$ cat config.mk
export PLATFORM = sky130hd
export DESIGN_NAME = serial_transmitter
export DESIGN_NICKNAME = d
export VERILOG_FILES = /design/src/rtl/d4_serial_pkg.sv /design/src/rtl/bit_period_counter.sv /design/src/rtl/serial_transmitter.sv
export SDC_FILE = /design/constraint.sdc
export NUM_CORES = 1
export LEC_CHECK = 0
export CORE_UTILIZATION = 43
export CTS_BUF_LIST = sky130_fd_sc_hd__clkbuf_8
export CTS_CLUSTER_SIZE = 8
export DETAILED_ROUTE_END_ITERATION = 12
export GPL_TIMING_DRIVEN = 0
export PLACE_DENSITY = 0.75
export SLEW_MARGIN = 10
export SYNTH_ARGS = -nofsm -noshare
export SYNTH_HDL_FRONTEND = slang
export SYNTH_SLANG_ARGS = --single-unit
export TNS_END_PERCENT = 20
$ cat constraint.sdc
create_clock -name clk -period 1.3 [get_ports clk]
set_input_delay 0.195 -clock clk [delete_from_list [all_inputs] [get_ports clk]]
set_output_delay 0.195 -clock clk [all_outputs]
set_load 0.03 [all_outputs]
$ cat src/rtl/d4_serial_pkg.sv
// Shared types and defaults for the serial transmit/receive path.
// Latency: n/a (declarations only).
// Backpressure: n/a.
package d4_serial_pkg;

   typedef enum logic [1:0] {IDLE, SEND, DONE} tx_state_t;

   // Defaults shared with the receive-side shift_register benches.
   localparam int DEF_WIDTH        = 8;
   localparam int DEF_CLKS_PER_BIT = 1;

endpackage

$ cat src/rtl/bit_period_counter.sv
// Counts clocks within one bit period and flags the last clock of the period.
// Latency: tick is combinational from the count; count restarts the cycle after tick.
// Backpressure: none; held at zero while clear is high.
module bit_period_counter #(
   parameter int CLKS_PER_BIT = 1
) (
   input  logic clk,
   input  logic n_reset,
   input  logic clear,
   output logic tick
);

   localparam int               CNT_W = (CLKS_PER_BIT > 1) ? $clog2(CLKS_PER_BIT) : 1;
   localparam logic [CNT_W-1:0] LAST  = CNT_W'(CLKS_PER_BIT - 1);

   logic [CNT_W-1:0] r_cnt;

   // With one clock per bit the count never leaves zero and every cycle ticks.
   assign tick = (r_cnt == LAST);

   // Period count: zero while idle, wraps to zero after the terminal clock.
   always_ff @(posedge clk) begin
      if (!n_reset || clear) begin
         r_cnt <= '0;
      end else if (tick) begin
         r_cnt <= '0;
      end else begin
         r_cnt <= r_cnt + CNT_W'(1);
      end
   end

endmodule

$ cat src/rtl/serial_transmitter.sv
// Parallel-in serial-out transmitter: sends an n-bit word one bit per CLKS_PER_BIT clocks.
// Latency: bit 0 appears the cycle after acceptance; done at n*CLKS_PER_BIT+1.
// Backpressure: tx_ready only in IDLE; requests while busy are dropped, not queued.
module serial_transmitter
   import d4_serial_pkg::*;
#(
   parameter int n            = DEF_WIDTH,
   parameter int CLKS_PER_BIT = DEF_CLKS_PER_BIT,
   parameter bit MSB_FIRST    = 1'b1
) (
   input  logic         clk,
   input  logic         n_reset,
   input  logic [n-1:0] pdatain,
   input  logic         tx_valid,
   output logic         tx_ready,
   output logic         sdataout,
   output logic         sstrobe,
   output logic         busy,
   output logic         done
);

   localparam int               BIT_W    = $clog2(n);
   localparam logic [BIT_W-1:0] LAST_BIT = BIT_W'(n - 1);

   tx_state_t        r_state;
   tx_state_t        w_state_nxt;
   logic [n-1:0]     r_shift;
   logic [BIT_W-1:0] r_bit_cnt;
   logic             w_tick;
   logic             w_clear;
   logic             w_accept;
   logic             w_last;

   // Ready is gated by reset so nothing is accepted while reset is held.
   assign tx_ready = (r_state == IDLE) && n_reset;
   assign w_accept = tx_valid && tx_ready;
   assign w_clear  = (r_state != SEND);
   assign w_last   = (r_bit_cnt == LAST_BIT) && w_tick;

   bit_period_counter #(
      .CLKS_PER_BIT (CLKS_PER_BIT)
   ) u_period (
      .clk     (clk),
      .n_reset (n_reset),
      .clear   (w_clear),
      .tick    (w_tick)
   );

   // State register.
   always_ff @(posedge clk) begin
      if (!n_reset) begin
         r_state <= IDLE;
      end else begin
         r_state <= w_state_nxt;
      end
   end

   // Next-state and output decode; outputs are quiet outside SEND/DONE.
   always_comb begin
      w_state_nxt = r_state;
      sdataout    = 1'b0;
      sstrobe     = 1'b0;
      busy        = 1'b0;
      done        = 1'b0;
      case (r_state)
         IDLE: begin
            if (w_accept) begin
               w_state_nxt = SEND;
            end
         end
         SEND: begin
            sdataout = MSB_FIRST ? r_shift[n-1] : r_shift[0];
            sstrobe  = w_tick;
            busy     = 1'b1;
            if (w_last) begin
               w_state_nxt = DONE;
            end
         end
         DONE: begin
            done        = 1'b1;
            w_state_nxt = IDLE;
         end
         default: begin
            w_state_nxt = IDLE;
         end
      endcase
   end

   // Holding register and bit counter: load on accept, advance one bit per period.
   always_ff @(posedge clk) begin
      if (!n_reset) begin
         r_shift   <= '0;
         r_bit_cnt <= '0;
      end else if (w_accept) begin
         r_shift   <= pdatain;
         r_bit_cnt <= '0;
      end else if ((r_state == SEND) && w_tick) begin
         if (MSB_FIRST) begin
            r_shift <= {r_shift[n-2:0], 1'b0};
         end else begin
            r_shift <= {1'b0, r_shift[n-1:1]};
         end
         r_bit_cnt <= w_last ? '0 : (r_bit_cnt + BIT_W'(1));
      end
   end

endmodule

Yosys cells after proc, flatten, opt, wreduce, memory -nomap -nowiden:

Index checks and enable logic that the tools add are counted.

* register bits after elaboration: 14
* word-level logic and storage cells: 35

* add/subtract/negate cells: 2
* eq/ne operators: 6
* muxes and demuxes: 10
* bitwise operators: 2
* reductions and logical operators: 11

Operators with widths (number)
* two-way mux 8 bit: 2
* logical AND 1 bit: 4
* two-way mux 1 bit: 4
* two-way mux 2 bit: 2
* inequality test 2 bit (second input constant): 2
* one-hot mux 2 bit (2 select lines): 1
* OR reduction 2 bit: 2
* adder 3 x 1 -> 3 bit (second input constant): 1
* equality test 3 bit (second input constant): 1
* two-way mux 3 bit: 1
* equality test 2 x 1 -> 1 bit (second input constant): 1
* equality test 2 bit (second input constant): 1
* logical NOT 2 bit: 1
* inequality test 2 x 1 -> 1 bit (second input constant): 1
* inverter 1 bit: 2
* AND reduction 2 bit: 1
* nonzero test 2 bit: 1
* adder 1 bit (second input constant): 1
* logical NOT 1 bit: 1
* logical OR 1 bit: 1

Logic depth before layout (Yosys ltp):

* depth after elaboration: 5
* depth in mapped cells: 5

Hierarchy:

From an unflattened synthesis, not the netlist that was laid out.

* cell total of the unflattened synthesis: 76
* area total of the unflattened synthesis: 623.1 µm²

By module, submodules not included
* serial_transmitter: times used 1, cells each 73, area an instance 595.6 µm²
* bit_period_counter: times used 1, cells each 3, area an instance 27.5 µm²

Worst setup path after synthesis:

No wires, ideal clock.

* path kind: flip-flop to output port
* start point: reg r_state[0]
* end point: out sdataout
* arrival: 1.265 ns
* path slack: -0.160 ns
* stages on the path, launching flop included: 3
* cell sequence: dfxtp_1 > nor2b_1 > and2_1

* word-level cells in the longest chain between the ends: 2

RTL lines
* from (decl): line serial_transmitter.sv:25 `tx_state_t r_state;`
* from (signal assigned): line serial_transmitter.sv:54 `r_state <= w_state_nxt;`
* equality test 2 x 1 -> 1 bit: line serial_transmitter.sv:65 `case (r_state)`
* two-way mux 1 bit: line serial_transmitter.sv:65
* to (decl): line serial_transmitter.sv:16 `output logic sdataout,`

Every way passes these cells.

Worst setup path in the final report:

* start point: reg r_state[0]
* end point: out sstrobe

* word-level cells in the longest chain between the ends: 2

RTL lines
* equality test 2 x 1 -> 1 bit: line serial_transmitter.sv:65
* two-way mux 1 bit: line serial_transmitter.sv:65
* to (decl): line serial_transmitter.sv:17 `output logic sstrobe,`

Every way passes these cells.

==> impl_summary.txt <==
----------------------------------------------------
[Synth]
  Share of async-settable or async-resettable flops after synthesis ... 0%
  Avg Synthesized Cell Area ... between 8 and 9 um^2
  Net count after synthesis ... a little under 90
  Fraction of the yosys area taken by sequential cells ... 46.0%
  Count of synthesis-stage warnings from yosys ... 0
  Top cells by count, synth ... nand2_1, dfxtp_1, o21ai_0
  Cell count after synthesis ... 75
  Number of flops mapped to enable cells by yosys ... 0
  Synthesized cell area ... between 600 and 700 um^2
  Cell with the most instances after synthesis ... nand2_1
  Post-synthesis sequential element count ... 14
  Cells taking the most area after synthesis ... dfxtp_1, nand2_1, o21ai_0, a31oi_1, ha_1
  Top cell type by total area after synthesis ... dfxtp_1
  Top-area cell type share of the netlist area ... 46.0%
  Unique cell type count in the Yosys netlist ... 24
  Top_reg_cell synth ... dfxtp_1

[Cells and area]
  Antenna fix cells ... 0
  Nets@finish ... roughly 110
  Fill cells ... between 100 and 150
  Area occupied by multi-input gates ... a little over 300 um^2
  Fin util ... about 64%
  Share of post-route cells with drive strength above 1 ... about a fifth
  Combined flip-flop and latch cell area ... approximately 290 um^2
  Post-layout instance area ... ~840 um^2
  Area overhead of the layout relative to synthesis ... 38.6%
  Number of non-filler instances in the completed layout ... between 100 and 150

[Critical path]
  Kind of start point of the critical path ... flip-flop
  End of the worst register-to-register path ... r_shift[6]
  Path type of the worst setup path ... reg -> out
  Critical-path top delay cell ... or3b_4
  Register-to-Register Path Depth ... 5
  Launching instance or port of the critical path ... r_state[0]
  Crit-path max cell delay ... between 0.4 and 0.5 ns
  Critical Path Sink Type ... output pin
  Critical Path End ... sstrobe
  Crit path DAT ... ~1.2 ns
  Worst flop-to-flop path startpoint ... r_state[0]
  Buffers and inverters on the worst path ... 2
  Worst-path maximum fanout ... 5
  Minimum setup slack among reg-to-reg paths ... ~0.010 ns
  Top delay family on crit path ... simple AND/OR/NAND/NOR gates
  Ordered cell list for the critical path ... or3b_4 > clkinv_4 > buf_6
  Levels on crit path ... 3
  Critical path data required time ... 1.11 ns

[Power]
  Max IR drop VDD ... roughly 800 uV
  Total power ... 0.935 mW
  Portion of total power attributed to the clock network ... approximately 36%
  Cell leakage power ... 0.346 nW
  Power per unit of standard cell area ... 1110 nW/um^2
  Comb power frac ... between 10% and 20%
  Switching Fraction ... about 22%
  Proportion of power drawn by flip-flops and latches ... ~50%
  Internal power component ... 0.726 mW
  P_sw ... 0.208 mW

[Clock tree]
  Clock tree from TritonCTS ... built
  Latest clock arrival within the worst-skew pair ... about 0.23 ns
  Hold buffers post-CTS ... 0
  Clock transition at the registers of the reported paths ... about 0.05 ns
  Clock Path Buffers ... 2
  Sink Count ... 14
  Total clock buffers created by CTS ... 3
  Clock H-tree levels ... 1
  Clock Root Buffer ... clkbuf_8

[Detailed routing]
  WL met1 ... between 500 and 600 um
  Antenna Violating Nets Remaining ... 0
  Average wire per cell in the routed design ... around 11 um
  Met2 WL post-DR ... 535 um
  DRC violation count after routing ... 0
  Detailed router's first-iteration violation count ... 4
  Uppermost signal routing layer after detailed routing ... met4
  Met3 WL ... approximately 58 um
  DR vias/cell ... just over 5
  First drt pass iteration count ... 4
  Routed via count ... 558
  WL final ... 1180 um

[Timing]
  Worst setup skew after layout ... 0.00338 ns
  Unrepaired setup endpoints after global routing ... yes
  Max Clk Rate ... between 700 and 800 MHz
  Period minus WS final ... 1.38 ns
  Fin Hold WS ... approximately 0.34 ns
  Final Cycle Share ... 106%
  Final Hold Violating Endpoints ... 0
  Setup slack after layout ... -0.0769 ns
  Total of endpoints with negative setup slack in the final report ... 1
  Max-slew violation count ... 0
  Final sum of negative setup slack ... -0.0769 ns

[Run status]
  Violations in the final reports ... setup timing
  Status ... finished with violations

[GRT]
  Number of global-route vias before repair ... between 500 and 600
  Initial antenna violation count ... 0
  Global-route wire length before repair ... ~2200 um
  Overflow after GRT ... 0
  Pin count of the biggest net entering global routing ... 11
  GR Util All Layers ... approximately a fifth

[Die]
  Full die area ... approximately 1600 um^2
  Starting density of the core ... between 40% and 50%
  Die span in x ... 39.6 um
  Rows ... 13
  I/O pin count ... 16
  Placeable core region ... about 1300 um^2
  Vert. Die Dim ... slightly below 40 um

[Place]
  Placed instance area ... slightly below 800 um^2
  HPWL reported at the end of detailed placement ... approximately 870 um
  Placed Cells ... between 100 and 150
  Post-Place Setup Slack ... -0.589 ns
  GPL Wtd Cong ... roughly 0.69
  Port Buffers ... 15

[Min path]
  Hold Crit Class ... in -> reg

[Flow run]
  Number of max-cap violations ... 0

----------------------------------------------------
-- flip-flops by register name, indices dropped and copies added, names as in the netlist --
| signal | cells |
|---|---|
| r_shift | 8 |
| r_bit_cnt | 3 |
| r_state | 2 |
| u_period.r_cnt | 1 |
-- cell families after synthesis --
group           after synthesis  share of synthesized area [%]
compound gates               21                           19.5
flops                        14                           46.0
buf+inv                       9                           6.36
fa+ha+maj                     2                           4.11
simple gates                 28                           23.4
other cells                   1                          0.615
-- how the worst min path moves through the flow --
stage	cells after the start	startpoint	end
2_1_floorplan	2	pdatain[0]	r_shift[0]
3_3_place_gp	2	r_bit_cnt[2]	r_bit_cnt[2]
3_5_place_dp	2	r_bit_cnt[1]	r_bit_cnt[1]
4_1_cts	2	r_bit_cnt[1]	r_bit_cnt[1]
5_1_grt	3	n_reset	r_bit_cnt[2]
6_report	3	n_reset	r_bit_cnt[0]
-- metal layers --
| layer | up-vias | track usage (%) |
|---|---|---|
| li1 | 294 | - |
| met1 | 249 | 26.1 |
| met2 | 13 | 34.0 |
| met3 | 2 | 3.41 |
| met4 | 0 | 5.17 |
| met5 | - | 0 |
-- repair_timing --
| action | CTS | global route |
|---|---|---|
| endpoints found under the setup margin | 16 | 17 |
| gates resized for setup | 28 | 11 |
| setup buffers | 1 | 1 |
| pin swaps | 1 | 0 |
-- layout by cell type (no fill, tap or decap), types with 3 or more instances in the layout --
cell type,n
dfxtp_1,12
o21ai_0,9
buf_4,3
a31oi_1,7
clkbuf_8,3
a21oi_1,3
clkdlybuf4s50_1,9
nand2_1,17
inv_1,3
-- power groups by stage --
stage                     clock [mW]  combinational [mW]  sequential, mW
final                          0.335               0.134           0.466
after global routing           0.356               0.148           0.469
after CTS                      0.343               0.129           0.467
after detailed placement           0               0.128           0.476
after global placement             0               0.126           0.475
after floorplan                    0              0.0723           0.472
-- layout make-up --
class,instances,share of cell area [%]
buffer,3,1.93
clock buffer,3,4.89
tap,15,2.22
timing repair buffer,17,19.0
inverter,4,2.37
multi-input combinational,52,35.9
sequential,14,33.8
-- tightest hold or removal path, stage by stage --
cell	delay (ns)
dlymetal6s2s_1	0.15
o31ai_1	0.13
a21oi_1	0.05
Power figures use the tool's default switching activity.
